## src/rtl/ex_muldiv_unit_pkg.sv

```systemverilog
// ex_muldiv_unit_pkg: funct3 encodings, FSM states and default sizes for the RV32M unit
package ex_muldiv_unit_pkg;
  localparam int MD_WORD_SIZE = 32;
  localparam int MD_NUM_REGS = 32;
  localparam int MD_REG_SEL = $clog2(MD_NUM_REGS);
  typedef enum logic [2:0] {
    MD_OP_MUL, MD_OP_MULH, MD_OP_MULHSU, MD_OP_MULHU,
    MD_OP_DIV, MD_OP_DIVU, MD_OP_REM, MD_OP_REMU
  } md_op_e;
  typedef enum logic [1:0] {MD_IDLE, MD_CALC, MD_FIX, MD_DONE} md_state_e;
endpackage

```

## src/rtl/ex_muldiv_unit_if.sv

```systemverilog
// ex_muldiv_unit_if: ID/EX request and EX/MEM response bundle of the muldiv unit
interface ex_muldiv_unit_if #(
  parameter int WORD_SIZE = 32,
  parameter int REG_SEL = 5
);
  logic start, kill, busy, done;
  logic [2:0] md_op;
  logic [WORD_SIZE-1:0] data1, data2, result;
  logic [REG_SEL-1:0] rd, rd_out;
  modport master(output start, md_op, data1, data2, rd, kill, input busy, done, result, rd_out);
  modport slave(input start, md_op, data1, data2, rd, kill, output busy, done, result, rd_out);
endinterface

```

## src/rtl/ex_muldiv_unit_sign_fix.sv

```systemverilog
// ex_muldiv_unit_sign_fix: sign correction of the magnitude result and op-based word select
module ex_muldiv_unit_sign_fix import ex_muldiv_unit_pkg::*; #(
  parameter int WORD_SIZE = MD_WORD_SIZE
) (
  input  logic [2:0]             op,
  input  logic                   sa,
  input  logic                   sb,
  input  logic [2*WORD_SIZE-1:0] acc,
  output logic [WORD_SIZE-1:0]   res
);
  logic [2*WORD_SIZE-1:0] prod;
  logic [WORD_SIZE-1:0] quot, rem;
  always_comb begin
    prod = (sa ^ sb) ? -acc : acc;
    quot = (sa ^ sb) ? -acc[WORD_SIZE-1:0] : acc[WORD_SIZE-1:0];
    rem = sa ? -acc[2*WORD_SIZE-1:WORD_SIZE] : acc[2*WORD_SIZE-1:WORD_SIZE];
    res = op[2] ? (op[1] ? rem : quot)
                : (op == MD_OP_MUL ? prod[WORD_SIZE-1:0] : prod[2*WORD_SIZE-1:WORD_SIZE]);
  end
endmodule

```

## src/rtl/ex_muldiv_unit.sv

```systemverilog
// ex_muldiv_unit: iterative RV32M multiply/divide with pipeline stall and one-cycle done
module ex_muldiv_unit import ex_muldiv_unit_pkg::*; #(
  parameter int WORD_SIZE = MD_WORD_SIZE,
  parameter int NUM_REGS = MD_NUM_REGS,
  parameter int REG_SEL = $clog2(NUM_REGS)
) (
  input logic clk,
  input logic rst,
  ex_muldiv_unit_if.slave bus
);
  localparam int CW = $clog2(WORD_SIZE);
  localparam logic [WORD_SIZE-1:0] MIN = {1'b1, {(WORD_SIZE-1){1'b0}}};
  md_state_e state_q, state_d;
  logic [CW-1:0] cnt_q, cnt_d;
  logic [2*WORD_SIZE-1:0] acc_q, acc_d;
  logic [WORD_SIZE-1:0] b_q, b_d, result_q, result_d, fixed;
  logic [2:0] op_q, op_d;
  logic sa_q, sa_d, sb_q, sb_d, sgn1, sgn2, div0, ovf;
  logic [REG_SEL-1:0] rd_q, rd_d, rd_out_q, rd_out_d;
  logic [WORD_SIZE:0] add, sub;
  ex_muldiv_unit_sign_fix #(.WORD_SIZE(WORD_SIZE)) u_fix (
    .op(op_q), .sa(sa_q), .sb(sb_q), .acc(acc_q), .res(fixed)
  );
  // acc holds {hi, lo} for products and {remainder, quotient} for division
  always_comb begin
    sgn1 = bus.data1[WORD_SIZE-1] & !(bus.md_op inside {MD_OP_MULHU, MD_OP_DIVU, MD_OP_REMU});
    sgn2 = bus.data2[WORD_SIZE-1] & (bus.md_op inside {MD_OP_MUL, MD_OP_MULH, MD_OP_DIV, MD_OP_REM});
    div0 = bus.md_op[2] & (bus.data2 == '0);
    ovf = (bus.md_op inside {MD_OP_DIV, MD_OP_REM}) & (bus.data1 == MIN) & (bus.data2 == '1);
    add = {1'b0, acc_q[2*WORD_SIZE-1:WORD_SIZE]} + (acc_q[0] ? {1'b0, b_q} : '0);
    sub = acc_q[2*WORD_SIZE-1:WORD_SIZE-1] - {1'b0, b_q};
    state_d = state_q;
    cnt_d = cnt_q;
    acc_d = acc_q;
    b_d = b_q;
    op_d = op_q;
    sa_d = sa_q;
    sb_d = sb_q;
    rd_d = rd_q;
    rd_out_d = rd_out_q;
    result_d = result_q;
    if (bus.kill) state_d = MD_IDLE;
    else case (state_q)
      MD_IDLE: if (bus.start) begin
        op_d = bus.md_op;
        rd_d = bus.rd;
        sa_d = sgn1;
        sb_d = sgn2;
        acc_d = {{WORD_SIZE{1'b0}}, sgn1 ? -bus.data1 : bus.data1};
        b_d = sgn2 ? -bus.data2 : bus.data2;
        cnt_d = '0;
        state_d = (div0 | ovf) ? MD_DONE : MD_CALC;
        if (div0 | ovf) begin
          result_d = div0 ? (bus.md_op[1] ? bus.data1 : '1) : (bus.md_op[1] ? '0 : MIN);
          rd_out_d = bus.rd;
        end
      end
      MD_CALC: begin
        cnt_d = cnt_q + 1'b1;
        acc_d = op_q[2] ? {sub[WORD_SIZE] ? acc_q[2*WORD_SIZE-2:WORD_SIZE-1] : sub[WORD_SIZE-1:0],
                           acc_q[WORD_SIZE-2:0], ~sub[WORD_SIZE]}
                        : {add, acc_q[WORD_SIZE-1:1]};
        state_d = (cnt_q == CW'(WORD_SIZE-1)) ? MD_FIX : MD_CALC;
      end
      MD_FIX: begin
        result_d = fixed;
        rd_out_d = rd_q;
        state_d = MD_DONE;
      end
      default: state_d = MD_IDLE;
    endcase
  end
  always_ff @(posedge clk or posedge rst) begin
    if (rst) begin
      state_q <= MD_IDLE;
      cnt_q <= '0;
      acc_q <= '0;
      b_q <= '0;
      op_q <= '0;
      sa_q <= 1'b0;
      sb_q <= 1'b0;
      rd_q <= '0;
      rd_out_q <= '0;
      result_q <= '0;
    end else begin
      state_q <= state_d;
      cnt_q <= cnt_d;
      acc_q <= acc_d;
      b_q <= b_d;
      op_q <= op_d;
      sa_q <= sa_d;
      sb_q <= sb_d;
      rd_q <= rd_d;
      rd_out_q <= rd_out_d;
      result_q <= result_d;
    end
  end
  assign bus.busy = (bus.start & (state_q == MD_IDLE)) | (state_q == MD_CALC) | (state_q == MD_FIX);
  assign bus.done = (state_q == MD_DONE) & ~bus.kill;
  assign bus.result = result_q;
  assign bus.rd_out = rd_out_q;
endmodule

```

## src/flat_wrapper.sv

```systemverilog
// flat-port wrapper written by rule: the top's interface ports become plain ports
module ex_muldiv_unit_flat import ex_muldiv_unit_pkg::*;
#(
  parameter int WORD_SIZE = MD_WORD_SIZE,
  parameter int NUM_REGS = MD_NUM_REGS,
  parameter int REG_SEL = $clog2(NUM_REGS)
)
  (clk, rst, bus_start, bus_md_op, bus_data1, bus_data2, bus_rd, bus_kill, bus_busy, bus_done, bus_result, bus_rd_out);
  ex_muldiv_unit_if #(.WORD_SIZE(WORD_SIZE), .REG_SEL(REG_SEL)) bus_i ();
  input logic clk;
  input logic rst;
  input wire logic [$bits(bus_i.start)-1:0] bus_start;
  input wire logic [$bits(bus_i.md_op)-1:0] bus_md_op;
  input wire logic [$bits(bus_i.data1)-1:0] bus_data1;
  input wire logic [$bits(bus_i.data2)-1:0] bus_data2;
  input wire logic [$bits(bus_i.rd)-1:0] bus_rd;
  input wire logic [$bits(bus_i.kill)-1:0] bus_kill;
  output wire logic [$bits(bus_i.busy)-1:0] bus_busy;
  output wire logic [$bits(bus_i.done)-1:0] bus_done;
  output wire logic [$bits(bus_i.result)-1:0] bus_result;
  output wire logic [$bits(bus_i.rd_out)-1:0] bus_rd_out;
  assign bus_i.start = bus_start;
  assign bus_i.md_op = bus_md_op;
  assign bus_i.data1 = bus_data1;
  assign bus_i.data2 = bus_data2;
  assign bus_i.rd = bus_rd;
  assign bus_i.kill = bus_kill;
  assign bus_busy = bus_i.busy;
  assign bus_done = bus_i.done;
  assign bus_result = bus_i.result;
  assign bus_rd_out = bus_i.rd_out;
  ex_muldiv_unit #(.WORD_SIZE(WORD_SIZE), .NUM_REGS(NUM_REGS), .REG_SEL(REG_SEL)) u_core (.clk(clk), .rst(rst), .bus(bus_i));
endmodule
```

## config.mk

```make
export PLATFORM = sky130hd
export DESIGN_NAME = ex_muldiv_unit_flat
export DESIGN_NICKNAME = d
export VERILOG_FILES = /design/src/rtl/ex_muldiv_unit_pkg.sv /design/src/rtl/ex_muldiv_unit_if.sv /design/src/rtl/ex_muldiv_unit_sign_fix.sv /design/src/rtl/ex_muldiv_unit.sv /design/src/flat_wrapper.sv
export SDC_FILE = /design/constraint.sdc
export NUM_CORES = 1
export LEC_CHECK = 0
export CELL_PAD_IN_SITES_DETAIL_PLACEMENT = 1
export CELL_PAD_IN_SITES_GLOBAL_PLACEMENT = 1
export CORE_ASPECT_RATIO = 0.6
export CORE_MARGIN = 3
export CORE_UTILIZATION = 35
export CTS_BUF_LIST = sky130_fd_sc_hd__clkbuf_8
export DETAILED_ROUTE_END_ITERATION = 8
export PLACE_DENSITY = 0.69
export SKIP_CTS_REPAIR_TIMING = 1
export SLEW_MARGIN = 20
export SYNTH_ARGS = -nofsm -noshare
export SYNTH_HDL_FRONTEND = slang
export SYNTH_SLANG_ARGS = --single-unit
```

## constraint.sdc

```tcl
create_clock -name clk -period 14.8 [get_ports clk]
set_clock_uncertainty 0.15 [all_clocks]
set_input_delay 2.96 -clock clk [delete_from_list [all_inputs] [get_ports clk]]
set_output_delay 2.96 -clock clk [all_outputs]
set_load 0.01 [all_outputs]
```

==> run metrics <==
area share of the largest cell type after synthesis=0.246; Startpoint Class=input port; Period Utilization, post-route=0.507; max frequency=~0.13 GHz; CP arrival=roughly 4400 ps; Total Routing Usage GR=0.289; post-DP HPWL=between 50000 and 60000 µm; worst vdd ir=around 0.06 mV; antenna violations before repair=1; asr flop ratio synth=1.00; worst setup margin=roughly 7300 ps; vias in the first global route=~16000; Syn. warnings=0; worst hold path depth=1; Initial Util=0.360; relative slew slack=0.224; GRT overflow=0; Least-Margin Pin Slew=roughly 1200 ps; critical path cell sequence=clkdlybuf4s50_1 -> nor3_1 -> a21oi_1 -> clkdlybuf4s50_1; max-cap check violation count=0; clk sinks=150; pin count of the biggest net entering global routing=between 90 and 100; crit path max-delay cell type=clkdlybuf4s50_1; placeable core area=42500 µm²; list of most frequent post-synthesis cells=nand2_1 (230), o21ai_0 (215), nor2_1 (180); overall power=0.00226 W; Net count, final=2173; Cell variety after synth=90; Hold Path Class=flop to flop; ant diodes=0; Synth Instances=between 1500 and 2000; Max FO, Critical Path=6; IO Pins=115; clock latency on the worst-skew pair=just over 500 ps; final antenna-violating net count=0; die area=roughly 46000 µm²; Clock Tree Buf Depth=2; ranking of synthesized cells by area=dfrtp_1 (25%), o21ai_0 (7.0%), ha_1 (5.8%); flop-to-flop setup slack=between 9000 and 10000 ps; Avg WL per Cell=26.0 µm; leakage power=just over 7 nW; Pre-antenna DRT Iters=5; # DRC=0; H-tree depth=4; minimum clock period after layout=between 7000 and 8000 ps; CTS tree=yes; Synth Net Count=around 2100; Final Slew Violations=0; Avg Cell Area, Syn=about 7.6 µm²; FF+latch count, synth=150; Yosys top cell by area=dfrtp_1; status=finished, final reports clean; pre-CTS WS=7290 ps; FILL cells=between 5000 and 6000; clock slew at reported path FFs=100 ps; unrepaired setup endpoints after global routing=no; setup violators final=0; P&R area growth vs syn=12.6%; post-synthesis sequential area ratio=0.246; clock buffer count from CTS=17; CP max stage delay=~620 ps; most frequent cell after synthesis=nand2_1; Mapped Area=15300 µm²; reg2reg end=u_core.acc_q[53]; # rows=58; Worst Hold End=u_core.bus.result[15]; PwrDens=~130 nW/µm²; reg-to-reg startpoint=u_core.acc_q[31]; CP endpoint kind=primary output; Most used DFF post-synth=dfrtp_1; die height=between 150 and 200 µm; die span in x=approximately 280 µm; final hold violations=0; worst r2r path cells=13; first-pass GRT wire length=101000 µm; Via density=roughly 6; Initial DRC Count=between 1500 and 2000; ratio of cells with drive above 1 in the final layout=0.0575; final RePlAce weighted congestion=0.955; Post-synth EDFFs=0; hold path startpoint=u_core.bus.result[15]; Via Count=16035; CP Data Required Time=11690 ps; Critical Path Most Common Cell=clkdlybuf4s50_1; Root Buffer=clkbuf_8; final wirelength=slightly below 70000 µm; PortBufs=about 110; Sum Neg Setup Slack=0 ps; Crit Path Class=input port to primary output
[power by group]
part           leakage, nW  internal [W]  switching (W)
logic                 5.10      0.000448       0.000805
clock network        0.201      0.000168       0.000199
registers             1.90      0.000470       0.000171
[kinds of logic (layout without fill, tap and decap cells)]
group | count (synthesis) | in the layout | share of synthesized area
compound gates | 650 | 650 | 0.268
xor+xnor | 195 | 195 | 0.112
fa+ha+maj | 73 | 73 | 0.0608
buf+inv | 196 | 233 | 0.0526
flops | 150 | 150 | 0.246
mux | 67 | 67 | 0.0447
simple gates | 667 | 667 | 0.216
[registers in the layout, summed over array words and instances (netlist names)]
| signal | count |
|---|---|
| u_core.rd_q | 5 |
| u_core.bus.rd_out | 5 |
| u_core.cnt_q | 5 |
| u_core.bus.result | 32 |
| u_core.b_q | 32 |
| u_core.op_q | 3 |
| u_core.acc_q | 64 |
| u_core.state_q | 2 |
| u_core.sb_q | 1 |
| u_core.sa_q | 1 |
[metal layers]
metal | track usage | vias to the layer above | part of all wire
met5 | 0 | - | 0
met1 | 0.477 | 7999 | 0.51
met3 | 0.0833 | 35 | 0.11
met2 | 0.362 | 758 | 0.37
li1 | - | 7243 | -
met4 | 0.0404 | 0 | 0.0065
[cell usage in the layout (no fill, tap or decap), types with 29 or more instances in the layout]
| cell type | Yosys | layout |
|---|---|---|
| o21ai_0 | 215 | 213 |
| a21o_1 | 29 | 29 |
| ha_1 | 71 | 71 |
| dfrtp_1 | 150 | 149 |
| nand3_1 | 32 | 32 |
| a21oi_1 | 159 | 159 |
| clkdlybuf4s50_1 | 0 | 114 |
| nor2_1 | 180 | 180 |
| xor2_1 | 99 | 98 |
| nand2_1 | 230 | 230 |
| xnor2_1 | 96 | 95 |
| mux2i_1 | 57 | 57 |
| inv_1 | 69 | 68 |
| nor3_1 | 43 | 42 |
[worst max path at each step]
stage               startpoint              end
detailed placement   bus_start         bus_busy
CTS                  bus_start         bus_busy
finish               bus_start         bus_busy
floorplan                  rst  u_core.acc_q[0]
global route         bus_start         bus_busy
global placement     bus_start         bus_busy
[critical path, delay by kind of cell]
kind / cells / cell delay (ps)
AOI/OAI and AO/OA: 1 / 160
buffers and inverters: 2 / 1180
and+or+nand+nor: 1 / 100
[per-stage QoR]
stage	area, µm²	util	hold WS (ps)	cells
after CTS	17200	0.405	344	2605
after global placement	16800	0.396	311	2575
after detailed placement	16800	0.396	320	2575
final	17200	0.405	336	2605
after floorplan	15300	-	330	1998
after global routing	17200	0.405	369	2605
[area by class of cell]
class	count	area [µm²]	share of cell area
clock buffers	17	234	0.0136
clock inverters	13	174	0.0101
inverters	69	264	0.0153
multi-input cells	1652	10800	0.626
flip-flops and latches	150	3750	0.218
well taps	570	713	0.0415
repair buffers	134	1290	0.0751
(Power assumes the default switching activity.)
